`config.mk`:
```
export PLATFORM = sky130hd
export DESIGN_NAME = minterm_scanner
export DESIGN_NICKNAME = d
export VERILOG_FILES = /design/src/rtl/minterm_scanner_pkg.sv /design/src/rtl/minterm_scanner_settle_counter.sv /design/src/rtl/minterm_scanner.sv
export SDC_FILE = /design/constraint.sdc
export NUM_CORES = 1
export LEC_CHECK = 0
export ABC_AREA = 1
export CORE_MARGIN = 1
export CORE_UTILIZATION = 54
export CTS_BUF_LIST = sky130_fd_sc_hd__clkbuf_4 sky130_fd_sc_hd__clkbuf_8
export DETAILED_ROUTE_END_ITERATION = 8
export GPL_ROUTABILITY_DRIVEN = 0
export PLACE_DENSITY = 0.82
export REMOVE_ABC_BUFFERS = 1
export SLEW_MARGIN = 15
export SYNTH_ARGS = -nofsm -noshare
export SYNTH_HDL_FRONTEND = slang
export SYNTH_SLANG_ARGS = --single-unit
```
`constraint.sdc`:
```
create_clock -name clk -period 1.5 [get_ports clk]
set_input_delay 0.3 -clock clk [delete_from_list [all_inputs] [get_ports clk]]
set_output_delay 0.3 -clock clk [all_outputs]
set_load 0.05 [all_outputs]
```
`src/rtl/minterm_scanner_pkg.sv`:
```
// Shared definitions for the minterm scanner and the decoder-tree function-block bench.
// Holds the FSM encoding, the default expected truth table and the settle-counter width rule.
package minterm_scanner_pkg;

    typedef enum logic [1:0] {
        IDLE  = 2'd0,
        DRIVE = 2'd1,
        DONE  = 2'd2
    } state_t;

    // sum m(5,6,7,8,10,11): bit i = F(i)
    localparam logic [15:0] EXPECTED_DEFAULT = 16'h0DE0;

    function automatic int cnt_width(input int settle);
        return (settle < 2) ? 1 : $clog2(settle + 1);
    endfunction

endpackage

```
`src/rtl/minterm_scanner_settle_counter.sv`:
```
// Purpose: per-code hold counter; term flags the final cycle of a code's settle window.
// Latency: term is combinational from the registered count; count updates one edge after inc/clr.
// Backpressure: none; clr wins over inc.
module minterm_scanner_settle_counter
    import minterm_scanner_pkg::*;
#(
    parameter int SETTLE = 1,
    parameter int CW     = cnt_width(SETTLE)
) (
    input  logic clk,
    input  logic rst_n,
    input  logic clr,
    input  logic inc,
    output logic term
);

    logic [CW-1:0] cnt;

    always_ff @(posedge clk or negedge rst_n) begin
        if (!rst_n) begin
            cnt <= '0;
        end else if (clr) begin
            cnt <= '0;
        end else if (inc) begin
            cnt <= cnt + CW'(1);
        end
    end

    assign term = (cnt == CW'(SETTLE));

endmodule

```
`src/rtl/minterm_scanner.sv`:
```
// Purpose: walks all 2^N_IN input codes into the function block, captures F per code, checks the table.
// Latency: done pulses (2^N_IN)*(SETTLE+1)+1 cycles after the start-accept edge.
// Backpressure: none; start is only honoured in IDLE, requests while busy or done are dropped.
module minterm_scanner
    import minterm_scanner_pkg::*;
#(
    parameter int                     N_IN     = 4,
    parameter int                     SETTLE   = 1,
    parameter logic [(2**N_IN)-1:0]   EXPECTED = EXPECTED_DEFAULT
) (
    input  logic                    clk,
    input  logic                    rst_n,
    input  logic                    start,
    input  logic                    f_in,
    output logic [N_IN-1:0]         abcd_out,
    output logic                    busy,
    output logic                    done,
    output logic [(2**N_IN)-1:0]    table_out,
    output logic                    match
);

    localparam int TW = 2**N_IN;

    state_t          state;
    logic [N_IN-1:0] idx;
    logic            term;
    logic            accept;
    logic            cnt_clr;
    logic            cnt_inc;
    logic [TW-1:0]   table_nxt;

    assign accept  = (state == IDLE) && start;
    assign cnt_clr = accept || ((state == DRIVE) && term);
    assign cnt_inc = (state == DRIVE) && !term;

    minterm_scanner_settle_counter #(
        .SETTLE (SETTLE)
    ) u_settle (
        .clk   (clk),
        .rst_n (rst_n),
        .clr   (cnt_clr),
        .inc   (cnt_inc),
        .term  (term)
    );

    // The final sample must be part of the table that match is computed from.
    always_comb begin
        table_nxt      = table_out;
        table_nxt[idx] = f_in;
    end

    assign abcd_out = idx;

    always_ff @(posedge clk or negedge rst_n) begin
        if (!rst_n) begin
            state     <= IDLE;
            idx       <= '0;
            busy      <= 1'b0;
            done      <= 1'b0;
            table_out <= '0;
            match     <= 1'b0;
        end else begin
            done <= 1'b0;
            case (state)
                IDLE: begin
                    if (start) begin
                        state     <= DRIVE;
                        idx       <= '0;
                        busy      <= 1'b1;
                        table_out <= '0;
                        match     <= 1'b0;
                    end
                end
                DRIVE: begin
                    if (term) begin
                        table_out <= table_nxt;
                        if (idx == {N_IN{1'b1}}) begin
                            state <= DONE;
                            busy  <= 1'b0;
                            done  <= 1'b1;
                            match <= (table_nxt == EXPECTED);
                        end else begin
                            idx <= idx + 1'b1;
                        end
                    end
                end
                DONE: begin
                    state <= IDLE;
                end
                default: begin
                    state <= IDLE;
                end
            endcase
        end
    end

endmodule

```
==> run summary, run 1 <==
Setup TNS Final -> -0.830 ns
Final Net Count -> 264
share of cells above drive strength 1 -> 41.4%
cts bufs inserted -> 3
Crit. End Element -> flip-flop
Startpoint Class -> flip-flop
finished layout cell area -> 2440 sq um
critical path class -> flip-flop to flip-flop
GRT Overall Usage -> 34.2%
global routing's busiest layer -> met2
RSZ-0062 raised after global routing -> yes
Req. time, crit path -> 1.76 ns
total core area -> 2590 sq um
Ant. Diodes -> 0
initial antenna violation count -> 0
Layout fillers -> 63
Die Height -> 55.3 um
Multi-input gate area -> 817 sq um
area delta synth->final -> 59.4%
Top-Level Pins -> 27
hold crit path type -> input pin to asynchronous set/reset pin
outcome -> finished, violations left
Worst Tran Pin Value -> 0.343 ns
Worst Path Max Fanout -> 6
gr ovfl total -> 0
R2R setup slack -> -0.29 ns
deepest clock path buffer count -> 2
post-synth top area cell -> dfrtp_1
Vias/cell -> 7.05
Final setup viols -> 13
DR vias -> 1980
number of global-route vias before repair -> 1811
CTS tree -> done
die area -> 3060 sq um
Leak -> 1.19 nW
Final Max Slew Viols -> 0
Post-Synthesis Cells -> 190
Yosys warnings -> 0
Util after Layout -> 94.4%
crit share post-route -> 119%
PwrDens -> 2580 nW/um^2
post-DP HPWL -> 3330 um
port buffer count -> 26
synth top area cells -> dfrtp_1 (42%), nand2_1 (12%), nand3_1 (8.5%), ha_1 (6.5%), o22ai_1 (4.9%)
Global Route met3 Usage -> 5.62%
met1 GRT Util -> 39.5%
share of the synthesized area in the top cell type -> 42.4%
Worst R2R Start -> abcd_out[1]$_DFFE_PN0P_
Setup WS pre-CTS -> -0.199 ns
final non-filler cell total -> 281
die width -> 55.3 um
sw frac -> 51.4%
worst setup margin -> -0.286 ns
Power Internal -> 3.06 mW
root buffer cell -> clkbuf_4
Netlist cell types -> 22
DR pass1 iterations -> 8
Cells after DPL -> 270
switching power -> 3.24 mW
sequential-to-total area share from yosys stat -> 42.4%
area occupied by registers -> 656 sq um
Mapped Area -> 1530 sq um
pin count of the biggest net entering global routing -> 27
relative slew slack -> 77.0%
wire length per cell -> 24.0 um
hold violation count in the final report -> 0
crit path time final -> 1.79 ns
CP arrival -> 2.04 ns
Worst Clk Skew -> 0.0176 ns
Comb pwr share -> 70.9%
Synth Area per Inst -> 8.07 sq um
Detail Route Antenna Nets -> 0
# rows -> 18
Area after DPL -> 2230 sq um
violated checks -> negative setup slack
Fin Hold WS -> 0.300 ns
clock network power share -> 8.2%
first-pass GRT wire length -> 8340 um
Max-cap violations -> 0
Reg power frac -> 21.0%
Max Clk Rate -> 0.560 GHz
clk sinks -> 26
RR Endpoint -> match$_DFFE_PN0P_
number of synthesized register bits -> 26
CTS Hold Bufs -> 0
cells on worst reg2reg path -> 8
peak supply drop -> 2.31 mV
CTS clk-pin slew, worst paths -> 0.17 ns
Starting Density -> 59.2%
post-route total power -> 6.31 mW
Starting DRT DRC Count -> 247
met2 Usage GRT -> 59.2%
# DRC -> 0
Clock H-tree levels -> 1
Worst-Skew Late Latency -> 0.34 ns
Post-Route WL -> 6730 um
[layer usage]
layer | vias to the layer above | routed length (um)
met2 | 231 | 3070
met4 | 0 | 690
met1 | 901 | 2190
li1 | 750 | -
met5 | - | 0
met3 | 98 | 772
[kinds of logic (layout without fill, tap and decap cells)]
logic type | Yosys count | count (layout) | share of synthesized area [%]
compound gates | 23 | 23 | 9.05
xor+xnor | 1 | 1 | 0.571
fa+ha+maj | 8 | 8 | 6.53
buf+inv | 32 | 93 | 10.4
flops | 26 | 26 | 42.4
simple gates | 100 | 100 | 31.1
[synth_stat cells]
cell type / n
xor2_1: 1
a21oi_2: 1
buf_2: 1
and3_1: 1
o31ai_1: 1
nand3_2: 3
inv_2: 7
inv_1: 18
nand4_1: 8
nand2_2: 2
nor2_1: 6
nand3_1: 26
a21oi_1: 1
ha_1: 8
nand2_1: 51
nor2_4: 3
buf_4: 2
o21ai_1: 7
dfrtp_1: 26
o22ai_1: 12
buf_6: 4
o21bai_1: 1
[worst max-delay path, stage by stage, from the launching register on]
cell and delay, ns:
dfrtp_2 0.53, inv_4 0.14, ha_2 0.22, nand3_1 0.12, nand2_1 0.09, o21ai_1 0.14, nor2_1 0.17, nand3_1 0.11
o21bai_1 0.19
[cell usage in the layout (no fill, tap or decap), types with 4 or more instances in the layout]
master | synthesis | routed
buf_12 | 0 | 23
buf_4 | 2 | 36
dfrtp_1 | 26 | 22
dfrtp_2 | 0 | 4
ha_4 | 0 | 4
inv_1 | 18 | 16
inv_2 | 7 | 7
nand2_1 | 51 | 46
nand2_2 | 2 | 7
nand3_1 | 26 | 25
nand3_2 | 3 | 4
nand4_1 | 8 | 8
nor2_1 | 6 | 4
o21ai_1 | 7 | 7
o22ai_1 | 12 | 10
[worst max-delay path by stage]
stage,startpoint,endpoint,slack [ns],cells after the start
floorplan,abcd_out[0]$_DFFE_PN0P_,match$_DFFE_PN0P_,-0.31,9
global placement,f_in,match$_DFFE_PN0P_,-0.07,8
detailed placement,f_in,match$_DFFE_PN0P_,-0.20,8
CTS,abcd_out[0]$_DFFE_PN0P_,match$_DFFE_PN0P_,-0.08,8
global route,abcd_out[1]$_DFFE_PN0P_,match$_DFFE_PN0P_,-0.28,8
finish,abcd_out[1]$_DFFE_PN0P_,match$_DFFE_PN0P_,-0.29,8
[registers in the layout, indices dropped and copies added, names as in the netlist]
register,cells
table_out,16
abcd_out,4
state,2
busy,1
done,1
match,1
u_settle.term,1
[final cells by class]
| class | instances | share of cell area, % |
|---|---|---|
| inverters | 25 | 4.04 |
| clock inverters | 1 | 1.23 |
| repair buffers | 64 | 32.0 |
| clock buffers | 3 | 0.921 |
| well taps | 30 | 1.54 |
| flip-flops and latches | 26 | 26.8 |
| multi-input cells | 132 | 33.4 |
[timing repair]
item / 4_1_cts / 5_1_grt
setup endpoints to repair: 12 / 17
buffers inserted: 1 / 6
pin swaps: 0 / 4
gates resized for setup: 8 / 23
hold endpoints to repair: 0 / 0
[power groups by stage]
| stage | Clock (mW) | Sequential [mW] | Combinational, mW |
|---|---|---|---|
| 6_report | 0.515 | 1.32 | 4.47 |
| 3_3_place_gp | 0 | 1.23 | 3.55 |
| 3_5_place_dp | 0 | 1.26 | 3.68 |
| 4_1_cts | 0.495 | 1.26 | 3.79 |
| 2_1_floorplan | 0 | 1.85 | 1.24 |
| 5_1_grt | 0.534 | 1.33 | 4.62 |
Power figures use the tool's default switching activity.
==> run 2, diff against run 1 <==
Settings changed: PLACE_DENSITY 0.82 to 0.81.
Clock period 1.5 ns to 2.05 ns, I/O delays scaled along.
==> run 2 against run 1 <==
The flow now finishes without violations. Design area down 25%. Register-to-register slack better by 0.63 ns. Sequential cell count unchanged. Critical path depth fell by 7. Clock power fell by 58%. Die area did not move. Non-clock buffer count down 33. Sequential share of layout area rose by 8.5 points. Critical endpoint is now table_out[1].
==> run summary, run 2 (same netlist as run 1, synthesis figures left out) <==
Starting DRT DRC Count -> 56
die area -> 3060 sq um
die width -> 55.3 um
first-pass GRT wire length -> 5950 um
clk sinks -> 26
most frequent cells in the layout -> nand2_1 (51), nand3_1 (26), dfrtp_1 (26)
Worst-Skew Late Latency -> 0.32 ns
finished layout cell area -> 1840 sq um
CP cell instances -> clkdlybuf4s50_1
Top Family by Delay on Critical Path -> buffers and inverters
outcome -> completed
Startpoint Class -> flip-flop
wire length per cell -> 13.8 um
Max-cap violations -> 0
hold crit path type -> input pin to asynchronous set/reset pin
Worst Clk Skew -> 0.00868 ns
Worst Path Max Fanout -> 3
critical path class -> flip-flop to output pin
root buffer cell -> clkbuf_4
area delta synth->final -> 20.1%
port buffer count -> 26
# DRC -> 0
Area after DPL -> 1820 sq um
final non-filler cell total -> 247
worst setup margin -> 0.0833 ns
Stages on worst setup path -> 1
# rows -> 18
Util after Layout -> 71.2%
Max Clk Rate -> 0.508 GHz
hold violation count in the final report -> 0
DR vias -> 1390
Fin Hold WS -> 0.443 ns
PwrDens -> 1680 nW/um^2
relative slew slack -> 61.5%
most common cell after layout, fill and taps aside -> nand2_1
Power Internal -> 1.41 mW
total core area -> 2590 sq um
Bufs and invs on worst path -> 1
Cells after DPL -> 244
post-route total power -> 3.10 mW
sw frac -> 54.6%
number of global-route vias before repair -> 1361
pin count of the biggest net entering global routing -> 27
Die Height -> 55.3 um
Detail Route Antenna Nets -> 0
cells on worst reg2reg path -> 7
CTS clk-pin slew, worst paths -> 0.13 ns
CTS Hold Bufs -> 0
Final setup viols -> 0
Req. time, crit path -> 1.64 ns
RSZ-0062 raised after global routing -> no
cts bufs inserted -> 3
CTS tree -> done
Leak -> 0.921 nW
Starting Density -> 59.2%
CP arrival -> 1.56 ns
DR pass1 iterations -> 4
crit path time final -> 1.97 ns
Setup WS pre-CTS -> 0.163 ns
switching power -> 1.69 mW
Top reg by flops -> table_out
share of cells above drive strength 1 -> 12.4%
Final Max Slew Viols -> 0
GRT Overall Usage -> 24.6%
Worst Tran Pin Value -> 0.578 ns
Vias/cell -> 5.63
Post-Route WL -> 3420 um
Ant. Diodes -> 0
clock network power share -> 6.9%
Final Net Count -> 231
Crit. End Element -> output pin
Slowest cell on crit path -> clkdlybuf4s50_1
peak supply drop -> 1.24 mV
deepest clock path buffer count -> 2
post-DP HPWL -> 2600 um
Setup TNS Final -> 0 ns
Top-Level Pins -> 27
gr ovfl total -> 0
max reg flops -> 16
Reg power frac -> 28.5%
initial antenna violation count -> 0
Comb pwr share -> 64.6%
crit share post-route -> 95.9%
Clock H-tree levels -> 1
delay of the slowest critical-path stage -> 0.82 ns
## run 2: final timing paths
kind / from / endpoint / slack (ns)
min: rst_n / table_out[8]$_DFFE_PN0P_ / 0.44
min reg2reg: busy$_DFFE_PN0P_ / busy$_DFFE_PN0P_ / 0.54
max in group asynchronous: rst_n / u_settle.term$_DFFE_PN0P_ / 1.35
min in group clk: busy$_DFFE_PN0P_ / busy$_DFFE_PN0P_ / 0.54
max reg2reg: abcd_out[2]$_DFFE_PN0P_ / match$_DFFE_PN0P_ / 0.34
max: table_out[1]$_DFFE_PN0P_ / table_out[1] / 0.08
## run 2: layout make-up
type / count / area (sq um)
fillers: 211 / 747
multi-input cells: 132 / 724
flip-flops and latches: 26 / 651
repair buffers: 31 / 314
inverters: 25 / 93.8
well taps: 30 / 37.5
clock buffers: 3 / 22.5
## run 2: what timing repair did
action | CTS | global route
endpoints found under the setup margin | 1 | 0
gates resized for setup | 1 | 0
buffers inserted | 0 | 0
## run 2: worst register-to-register path, delay by kind of cell (launching register included)
family	cells	cell delay (ns)
flip-flops	1	0.73
AND/OR/NAND/NOR	5	0.53
buffers and inverters	1	0.26
AO/OA/AOI/OAI	1	0.13
## run 2: metal layers
layer	global-route usage [%]	wire length [um]
met1	32.1	1520
met2	41.1	1660
met3	3.75	145
met4	9.29	93
met5	0	0
## run 2: power by group through the flow
stage / combinational, mW / clock [mW] / sequential, mW
2_1_floorplan: 0.905 / 0 / 1.36
3_3_place_gp: 1.96 / 0 / 0.880
3_5_place_dp: 1.99 / 0 / 0.895
4_1_cts: 1.99 / 0.216 / 0.883
5_1_grt: 2.18 / 0.231 / 0.912
6_report: 2.00 / 0.214 / 0.884
==> run 3, diff against run 2 <==
Settings changed: CTS_CLUSTER_SIZE set to 16, SETUP_SLACK_MARGIN set to 0.1.
==> run 3 against run 2 <==
Design area up 0.34%. Clock skew is 0.0035 ns lower. Non-clock buffer count stayed put.
==> run summary, run 3 (same netlist as run 1, synthesis figures left out) <==
PwrDens -> 1670 nW/um^2
Final Net Count -> 231
# rows -> 18
CP arrival -> 1.50 ns
Top-Level Pins -> 27
wire length per cell -> 13.9 um
GRT Overall Usage -> 24.6%
Leak -> 0.998 nW
delay of the slowest critical-path stage -> 0.81 ns
number of global-route vias before repair -> 1361
Detail Route Antenna Nets -> 0
Starting Density -> 59.2%
Req. time, crit path -> 1.64 ns
Util after Layout -> 71.4%
Max-cap violations -> 0
deepest clock path buffer count -> 2
clk sinks -> 26
area delta synth->final -> 20.6%
Worst Path Max Fanout -> 2
Startpoint Class -> flip-flop
Fin Hold WS -> 0.445 ns
Power Internal -> 1.39 mW
Setup TNS Final -> 0 ns
post-DP HPWL -> 2600 um
peak supply drop -> 1.24 mV
postcts setup bufs -> 0
Top reg by flops -> table_out
Worst Tran Pin Value -> 0.580 ns
sw frac -> 54.8%
Starting DRT DRC Count -> 50
DR pass1 iterations -> 4
relative slew slack -> 61.3%
DR vias -> 1396
die area -> 3060 sq um
critical path class -> flip-flop to output pin
CP cell instances -> clkdlybuf4s50_1
CTS clk-pin slew, worst paths -> 0.13 ns
root buffer cell -> clkbuf_4
Final Max Slew Viols -> 0
port buffer count -> 26
Reg power frac -> 28.6%
most common cell after layout, fill and taps aside -> nand2_1
# DRC -> 0
gr ovfl total -> 0
Max Clk Rate -> 0.522 GHz
hold violation count in the final report -> 0
most frequent cells in the layout -> nand2_1 (51), nand3_1 (26), dfrtp_1 (26)
first-pass GRT wire length -> 5950 um
Ant. Diodes -> 0
cts bufs inserted -> 3
Top Family by Delay on Critical Path -> buffers and inverters
outcome -> completed
share of cells above drive strength 1 -> 12.4%
Bufs and invs on worst path -> 1
die width -> 55.3 um
Worst-Skew Late Latency -> 0.32 ns
Post-Route WL -> 3420 um
Final setup viols -> 0
Die Height -> 55.3 um
CTS tree -> done
switching power -> 1.69 mW
RSZ-0062 raised after global routing -> no
max reg flops -> 16
crit path time final -> 1.91 ns
Vias/cell -> 5.65
total core area -> 2590 sq um
crit share post-route -> 93.4%
Worst Clk Skew -> 0.00518 ns
hold crit path type -> input pin to asynchronous set/reset pin
Crit. End Element -> output pin
pin count of the biggest net entering global routing -> 27
Slowest cell on crit path -> clkdlybuf4s50_1
clock network power share -> 6.9%
initial antenna violation count -> 0
CTS Hold Bufs -> 0
Clock H-tree levels -> 1
Comb pwr share -> 64.5%
==> run 3: changes by cell type in the layout (fill, tap and decap cells not counted), sizes merged <==
cell,delta
dlygate4sd2,+3
dlymetal6s2s,+4
clkdlybuf4s50,-7
==> run 3: cell type report <==
class                           count  area [sq um]
Fill cell                         210           741
Multi-Input combinational cell    132           724
Sequential cell                    26           651
Timing Repair Buffer               31           320
Inverter                           25          93.8
Tap cell                           30          37.5
Clock buffer                        3          22.5
==> run 3: per-layer routing <==
metal  vias up  share of wire (%)  wire (um)  track usage (%)
met5         -                  0          0                0
li1        688                  -          -                -
met1       643                 44       1510             32.1
met4         0                1.7         59             9.29
met2        57                 49       1670             41.1
met3         8                5.4        185             3.75
==> run 3: worst paths after layout <==
check | depth (start not counted) | slack, ns | endpoint | from
max in group asynchronous | 2 | 1.35 | state[1]$_DFFE_PN0P_ | rst_n
min in group clk | 2 | 0.53 | busy$_DFFE_PN0P_ | busy$_DFFE_PN0P_
setup reg to reg | 7 | 0.33 | match$_DFFE_PN0P_ | abcd_out[2]$_DFFE_PN0P_
setup / recovery | 1 | 0.14 | table_out[4] | table_out[4]$_DFFE_PN0P_
hold / removal | 2 | 0.45 | table_out[8]$_DFFE_PN0P_ | rst_n
hold reg to reg | 2 | 0.53 | busy$_DFFE_PN0P_ | busy$_DFFE_PN0P_
==> run 3: power groups by stage <==
stage,clock [mW],sequential [mW],combinational (mW)
2_1_floorplan,0,1.36,0.905
3_3_place_gp,0,0.880,1.96
3_5_place_dp,0,0.895,1.99
4_1_cts,0.216,0.883,1.99
5_1_grt,0.235,0.911,2.17
6_report,0.214,0.882,1.99
==> run 3: repair_timing <==
item,CTS,global route
resized for setup,4,4
endpoints found under the hold margin,0,0
gates cloned,0,0
setup endpoints to repair,4,4
==> run 3: per-stage QoR <==
stage	total power, mW	instances	area (sq um)	setup WS, ns
floorplan	2.26	183	1470	0.241
detailed placement	2.89	244	1820	0.163
global route	3.31	247	1850	0.0865
global placement	2.84	244	1820	0.216
CTS	3.08	247	1840	0.103
finish	3.08	247	1850	0.136
